$ cat config.mk
export PLATFORM = sky130hd
export DESIGN_NAME = frame_stream_seq
export DESIGN_NICKNAME = d
export VERILOG_FILES = /design/src/rtl/frame_stream_seq.sv
export SDC_FILE = /design/constraint.sdc
export NUM_CORES = 1
export LEC_CHECK = 0
export CAP_MARGIN = 10
export CORE_MARGIN = 2
export CORE_UTILIZATION = 45
export CTS_BUF_LIST = sky130_fd_sc_hd__clkbuf_8
export DETAILED_ROUTE_END_ITERATION = 6
export GPL_ROUTABILITY_DRIVEN = 0
export PLACE_DENSITY = 0.75
export SLEW_MARGIN = 0
export SYNTH_ARGS = -nofsm -noshare
export SYNTH_HDL_FRONTEND = slang
export SYNTH_SLANG_ARGS = --single-unit
$ cat constraint.sdc
create_clock -name i_clk -period 2.4 [get_ports i_clk]
set_input_delay 0.48 -clock i_clk [delete_from_list [all_inputs] [get_ports i_clk]]
set_output_delay 0.48 -clock i_clk [all_outputs]
set_load 0.05 [all_outputs]
$ cat src/rtl/frame_stream_seq.sv
// Multi-frame raster sequencer: reads frames from a 1-cycle-latency frame store and
// streams them to CHIP with start/valid framing, stall support and ready handshaking.
module frame_stream_seq #(
    parameter int WIDTH      = 640,
    parameter int HEIGHT     = 480,
    parameter int NUM_FRAMES = 3,
    parameter int PIX_W      = 8,
    parameter int GAP_CYCLES = 0,
    parameter int LOOP       = 0,
    parameter int ADDR_W     = $clog2(NUM_FRAMES * WIDTH * HEIGHT),
    localparam int FIDX_W    = (NUM_FRAMES > 1) ? $clog2(NUM_FRAMES) : 1
) (
    input  logic              i_clk,
    input  logic              i_rst,
    input  logic              i_go,
    input  logic              i_abort,
    input  logic              i_stall,
    input  logic              i_chip_ready,
    output logic              o_mem_rd,
    output logic [ADDR_W-1:0] o_mem_addr,
    input  logic [PIX_W-1:0]  i_mem_data,
    output logic [PIX_W-1:0]  o_pixel,
    output logic              o_valid,
    output logic              o_start,
    output logic [FIDX_W-1:0] o_frame_idx,
    output logic              o_busy,
    output logic              o_done
);

    localparam int FRAME_PIX = WIDTH * HEIGHT;
    localparam int PIX_CW    = (FRAME_PIX > 1) ? $clog2(FRAME_PIX) : 1;
    localparam int GAP_W     = (GAP_CYCLES > 0) ? $clog2(GAP_CYCLES + 1) : 1;
    localparam int GAP_LAST  = (GAP_CYCLES > 0) ? GAP_CYCLES - 1 : 0;

    typedef enum logic [2:0] {
        S_IDLE, S_STREAM, S_DRAIN, S_GAP, S_WAIT_RDY, S_DONE
    } state_t;

    state_t              state_q, state_d;
    logic [PIX_CW-1:0]   pix_cnt_q, pix_cnt_d;
    logic [FIDX_W-1:0]   frame_q, frame_d;
    logic [GAP_W-1:0]    gap_cnt_q, gap_cnt_d;
    logic                drain_q, drain_d;
    logic                rd;
    logic [ADDR_W-1:0]   rd_addr;

    // Stage 1 tracks the read whose data is on i_mem_data; stage 2 is the output register.
    logic [2:1]          vld_pipe_q;
    logic [2:1]          sop_pipe_q;
    logic [PIX_W-1:0]    pixel_q;

    always_ff @(posedge i_clk) begin
        if (i_rst) begin
            state_q   <= S_IDLE;
            pix_cnt_q <= '0;
            frame_q   <= '0;
            gap_cnt_q <= '0;
            drain_q   <= 1'b0;
        end else begin
            state_q   <= state_d;
            pix_cnt_q <= pix_cnt_d;
            frame_q   <= frame_d;
            gap_cnt_q <= gap_cnt_d;
            drain_q   <= drain_d;
        end
    end

    always_comb begin
        state_d   = state_q;
        pix_cnt_d = pix_cnt_q;
        frame_d   = frame_q;
        gap_cnt_d = gap_cnt_q;
        drain_d   = drain_q;
        rd        = 1'b0;
        case (state_q)
            S_IDLE: begin
                if (i_go) begin
                    state_d   = S_STREAM;
                    pix_cnt_d = '0;
                    frame_d   = '0;
                end
            end
            S_STREAM: begin
                if (!i_stall) begin
                    rd = 1'b1;
                    if (pix_cnt_q == PIX_CW'(FRAME_PIX - 1)) begin
                        pix_cnt_d = '0;
                        drain_d   = 1'b0;
                        state_d   = S_DRAIN;
                    end else begin
                        pix_cnt_d = pix_cnt_q + 1'b1;
                    end
                end
            end
            S_DRAIN: begin
                drain_d = 1'b1;
                if (drain_q) begin
                    gap_cnt_d = '0;
                    state_d   = (GAP_CYCLES > 0) ? S_GAP : S_WAIT_RDY;
                end
            end
            S_GAP: begin
                if (gap_cnt_q == GAP_W'(GAP_LAST)) state_d = S_WAIT_RDY;
                else                               gap_cnt_d = gap_cnt_q + 1'b1;
            end
            S_WAIT_RDY: begin
                if (i_chip_ready) begin
                    if (frame_q != FIDX_W'(NUM_FRAMES - 1)) begin
                        frame_d = frame_q + 1'b1;
                        state_d = S_STREAM;
                    end else if (LOOP != 0) begin
                        frame_d = '0;
                        state_d = S_STREAM;
                    end else begin
                        state_d = S_DONE;
                    end
                end
            end
            S_DONE: begin
                state_d = S_IDLE;
                frame_d = '0;
            end
            default: state_d = S_IDLE;
        endcase
        // Abort overrides everything, including a go seen in the same IDLE cycle.
        if (i_abort) begin
            state_d   = S_IDLE;
            pix_cnt_d = '0;
            frame_d   = '0;
        end
    end

    assign rd_addr = ADDR_W'(frame_q) * ADDR_W'(FRAME_PIX) + ADDR_W'(pix_cnt_q);

    always_ff @(posedge i_clk) begin
        if (i_rst) begin
            vld_pipe_q <= '0;
            sop_pipe_q <= '0;
            pixel_q    <= '0;
        end else if (i_abort) begin
            vld_pipe_q <= '0;
            sop_pipe_q <= '0;
        end else begin
            vld_pipe_q <= {vld_pipe_q[1], rd};
            sop_pipe_q <= {sop_pipe_q[1], rd && (pix_cnt_q == '0)};
            if (vld_pipe_q[1]) pixel_q <= i_mem_data;
        end
    end

    assign o_mem_rd    = rd;
    assign o_mem_addr  = rd ? rd_addr : '0;
    assign o_pixel     = pixel_q;
    assign o_valid     = vld_pipe_q[2];
    assign o_start     = sop_pipe_q[2];
    assign o_frame_idx = frame_q;
    assign o_busy      = (state_q != S_IDLE);
    assign o_done      = (state_q == S_DONE);

endmodule
==> impl_metrics.csv <==
group,metric,value,unit
floorplanning,pin_count,49,
clock_tree,cts_tree,"yes",
flow_run,max-cap-violations,0,
setup_path,path_class,"flip-flop to output port",
detailed_routing,dr.pass1.iters,4,
setup_path,cp_data_arrival_time,2.38,ns
global_routing,overflow,0,
synthesis,synth_xor_area_share,1.159,%
cells_and_area,syn2layout_area_growth,48.68,%
sta,rsz0062_at_grt,"true",
floorplanning,start_util,47.37,%
synthesis,yosysMostFrequentCell,"nor2_1",
sta,relSlewSlack,61.48,%
cells_and_area,diodes,0,
synthesis,ys_seq_area_share,32.67,%
clock_tree,clk_latency,0.28,ns
synthesis,synth_top_cell_area_share,32.67,%
synthesis,synth_nets,322,
place,numPortBuffers,48,
floorplanning,dieArea,5622,sq um
clock_tree,clk_pin_slew_worst_paths,0.07,ns
clock_tree,cts_sinks,37,
detailed_routing,viasPerCell,5.413,
synthesis,synthMuxAreaShare,1.766,%
sta,drv_slew,0,
detailed_routing,wl,6129,microns
sta,worst_slew_pin_slew,0.5766,ns
global_routing,grt_first_pass_wirelength,9735,microns
cells_and_area,multi_input_area,1587,sq um
clock_tree,htree_levels,2,
detailed_routing,drc,0,
floorplanning,rows,25,
synthesis,synthesis.area,2267,sq um
cells_and_area,num-fill-cells,387,
synthesis,yosys.area_share.simple,30.46,%
sta,finalSetupViolations,6,
place,post-dp-hpwl,4418,microns
synthesis,ys_types,48,
floorplanning,die_w,74.98,microns
sta,fmax,0.3501,GHz
synthesis,synth_top_area_cell,"dfxtp_1",
outcome,violations,"negative setup slack",
synthesis,ys_seq_elements,37,
detailed_routing,wl_per_cell,14.15,microns
pwr,power_density,359.5,nW/um^2
floorplanning,core_area,4786,sq um
cells_and_area,final_area,3371,sq um
synthesis,yosys_warnings,0,
cells_and_area,drive_gt1_share,26.50,%
cells_and_area,nets,393,
synthesis,synth-main-ff-cell,"dfxtp_1",
detailed_routing,drtIter0Drc,125,
clock_tree,tritoncts.num_buffers,5,
place,pre_cts_slack,-0.1218,ns
setup_path,cp-end-kind,"output port",
clock_tree,root_buffer,"clkbuf_8",
global_routing,grt_pass1_vias,2182,
sta,period_needed,2.856,ns
setup_path,worstPathRequired,1.92,ns
synthesis,synthTopCellsByArea,"dfxtp_1, nor2_1, ha_1, a21oi_1, nand2_1",
global_routing,antenna_found_initial,0,
sta,finalCritPeriodShare,119.0,%
synthesis,synth-compound-area-share,20.25,%
sta,layout_setup_ws,-0.4564,ns
synthesis,ys_top_cells_by_count,"nor2_1, dfxtp_1, nand2_1",
global_routing,grt_max_degree,15,
detailed_routing,ant_nets,0,
synthesis,synthAdderAreaFrac,7.506,%
floorplanning,fp.dieH,74.98,microns
synthesis,synth-edff-count,0,
synthesis,synth_cells,295,
place,placed_area,3124,sq um
synthesis,avgSynthCellArea,7.685,sq um
synthesis,async_flop_share,0,%
synthesis,synth_top_family_by_area,"simple AND/OR/NAND/NOR gates",
setup_path,cp-start-kind,"flip-flop",
cells_and_area,register_area,749.5,sq um
setup_path,crit_path_max_fanout,3,
sta,fin_skew,0.004785,ns
sta,hold_violations,0,
global_routing,grt_usage,22.65,%
clock_tree,clk_path_buf_depth,2,
min_path,worstHoldPathType,"flip-flop to flip-flop",
pwr,ir_worst_vdd,0.0004138,V
pwr,p_leak,0.001280,uW
outcome,status,"complete, but fails checks",
detailed_routing,num_vias,2344,
## where the power goes
part | switching (uW) | internal (uW)
combinational | 89.1 | 65.7
sequential | 6.41 | 619
clock | 208 | 224
## kinds of logic after synthesis
| group | Yosys count |
|---|---|
| simple gates | 136 |
| compound gates | 72 |
| flops | 37 |
| buf+inv | 30 |
| fa+ha+maj | 13 |
| mux | 4 |
| xor+xnor | 3 |
## repair_timing
action | CTS | global route
endpoints found under the setup margin | 16 | 8
hold buffers | 0 | 0
pin swaps | 8 | 4
hold endpoints to repair | 0 | 0
setup buffers | 4 | 1
gates resized for setup | 17 | 7
## per-layer routing
metal  GRT usage (%)  part of all wire [%]
met1           28.29                    44
met2           37.91                    49
met3           5.622                   5.9
met4           8.135                   1.0
met5               0                     0
## cells in the final DEF (no fill, tap or decap), drive strengths merged, types with 6 or more instances in the layout
| cell type | n |
|---|---|
| clkdlybuf4s50 | 25 |
| o31ai | 9 |
| nand4 | 6 |
| nor2 | 42 |
| clkbuf | 6 |
| nor3 | 7 |
| nand3 | 7 |
| nor2b | 13 |
| nand2 | 25 |
| inv | 14 |
| o21ai | 22 |
| buf | 55 |
| a21oi | 22 |
| ha | 12 |
| dfxtp | 37 |
| and2 | 12 |
## final cells by class
type | instances | area share, %
flip-flops and latches | 37 | 22.23
multi-input cells | 228 | 47.07
clock buffers | 6 | 2.450
clock inverters | 1 | 0.1114
repair buffers | 81 | 24.13
inverters | 13 | 1.522
well taps | 67 | 2.487
## sequential cells by signal, indices dropped and copies added, names as in the netlist
name / count
state_q: 3
o_frame_idx: 2
drain_q: 1
vld_pipe_q: 2
sop_pipe_q: 2
pix_cnt_q: 19
o_pixel: 8
## per-stage QoR
| stage | hold slack (ns) | total power [uW] | util (%) | instances | TNS, ns |
|---|---|---|---|---|---|
| final | 0.4412 | 1212 | 70.43 | 433 | -1.609 |
| after global routing | 0.4520 | 1256 | 70.43 | 433 | -2.169 |
| after floorplan | 0.4057 | 727.8 | - | 295 | -1.217 |
| after detailed placement | 0.4294 | 790.0 | 65.28 | 421 | -0.2647 |
| after global placement | 0.4217 | 788.9 | 65.28 | 421 | -0.1425 |
| after CTS | 0.4398 | 1223 | 69.67 | 432 | -1.260 |
## path summary, 6_finish.rpt
check                                    start              to  slack, ns  cells past startpoint
worst min-delay path             sop_pipe_q[1]   sop_pipe_q[2]       0.44                      1
worst max register to register   pix_cnt_q[12]   pix_cnt_q[13]       0.10                      7
worst min register to register   sop_pipe_q[1]   sop_pipe_q[2]       0.44                      1
worst max-delay path            o_frame_idx[0]  o_mem_addr[19]      -0.46                     11
## critical path, stage by stage, from the launching register on
cell	delay (ns)
dfxtp_4	0.35
inv_2	0.04
ha_4	0.28
inv_4	0.04
ha_4	0.21
a21oi_4	0.16
nor2b_2	0.07
o31a_1	0.28
o41ai_2	0.23
xnor2_1	0.14
nor2_4	0.15
buf_12	0.14
(Power assumes the default switching activity.)
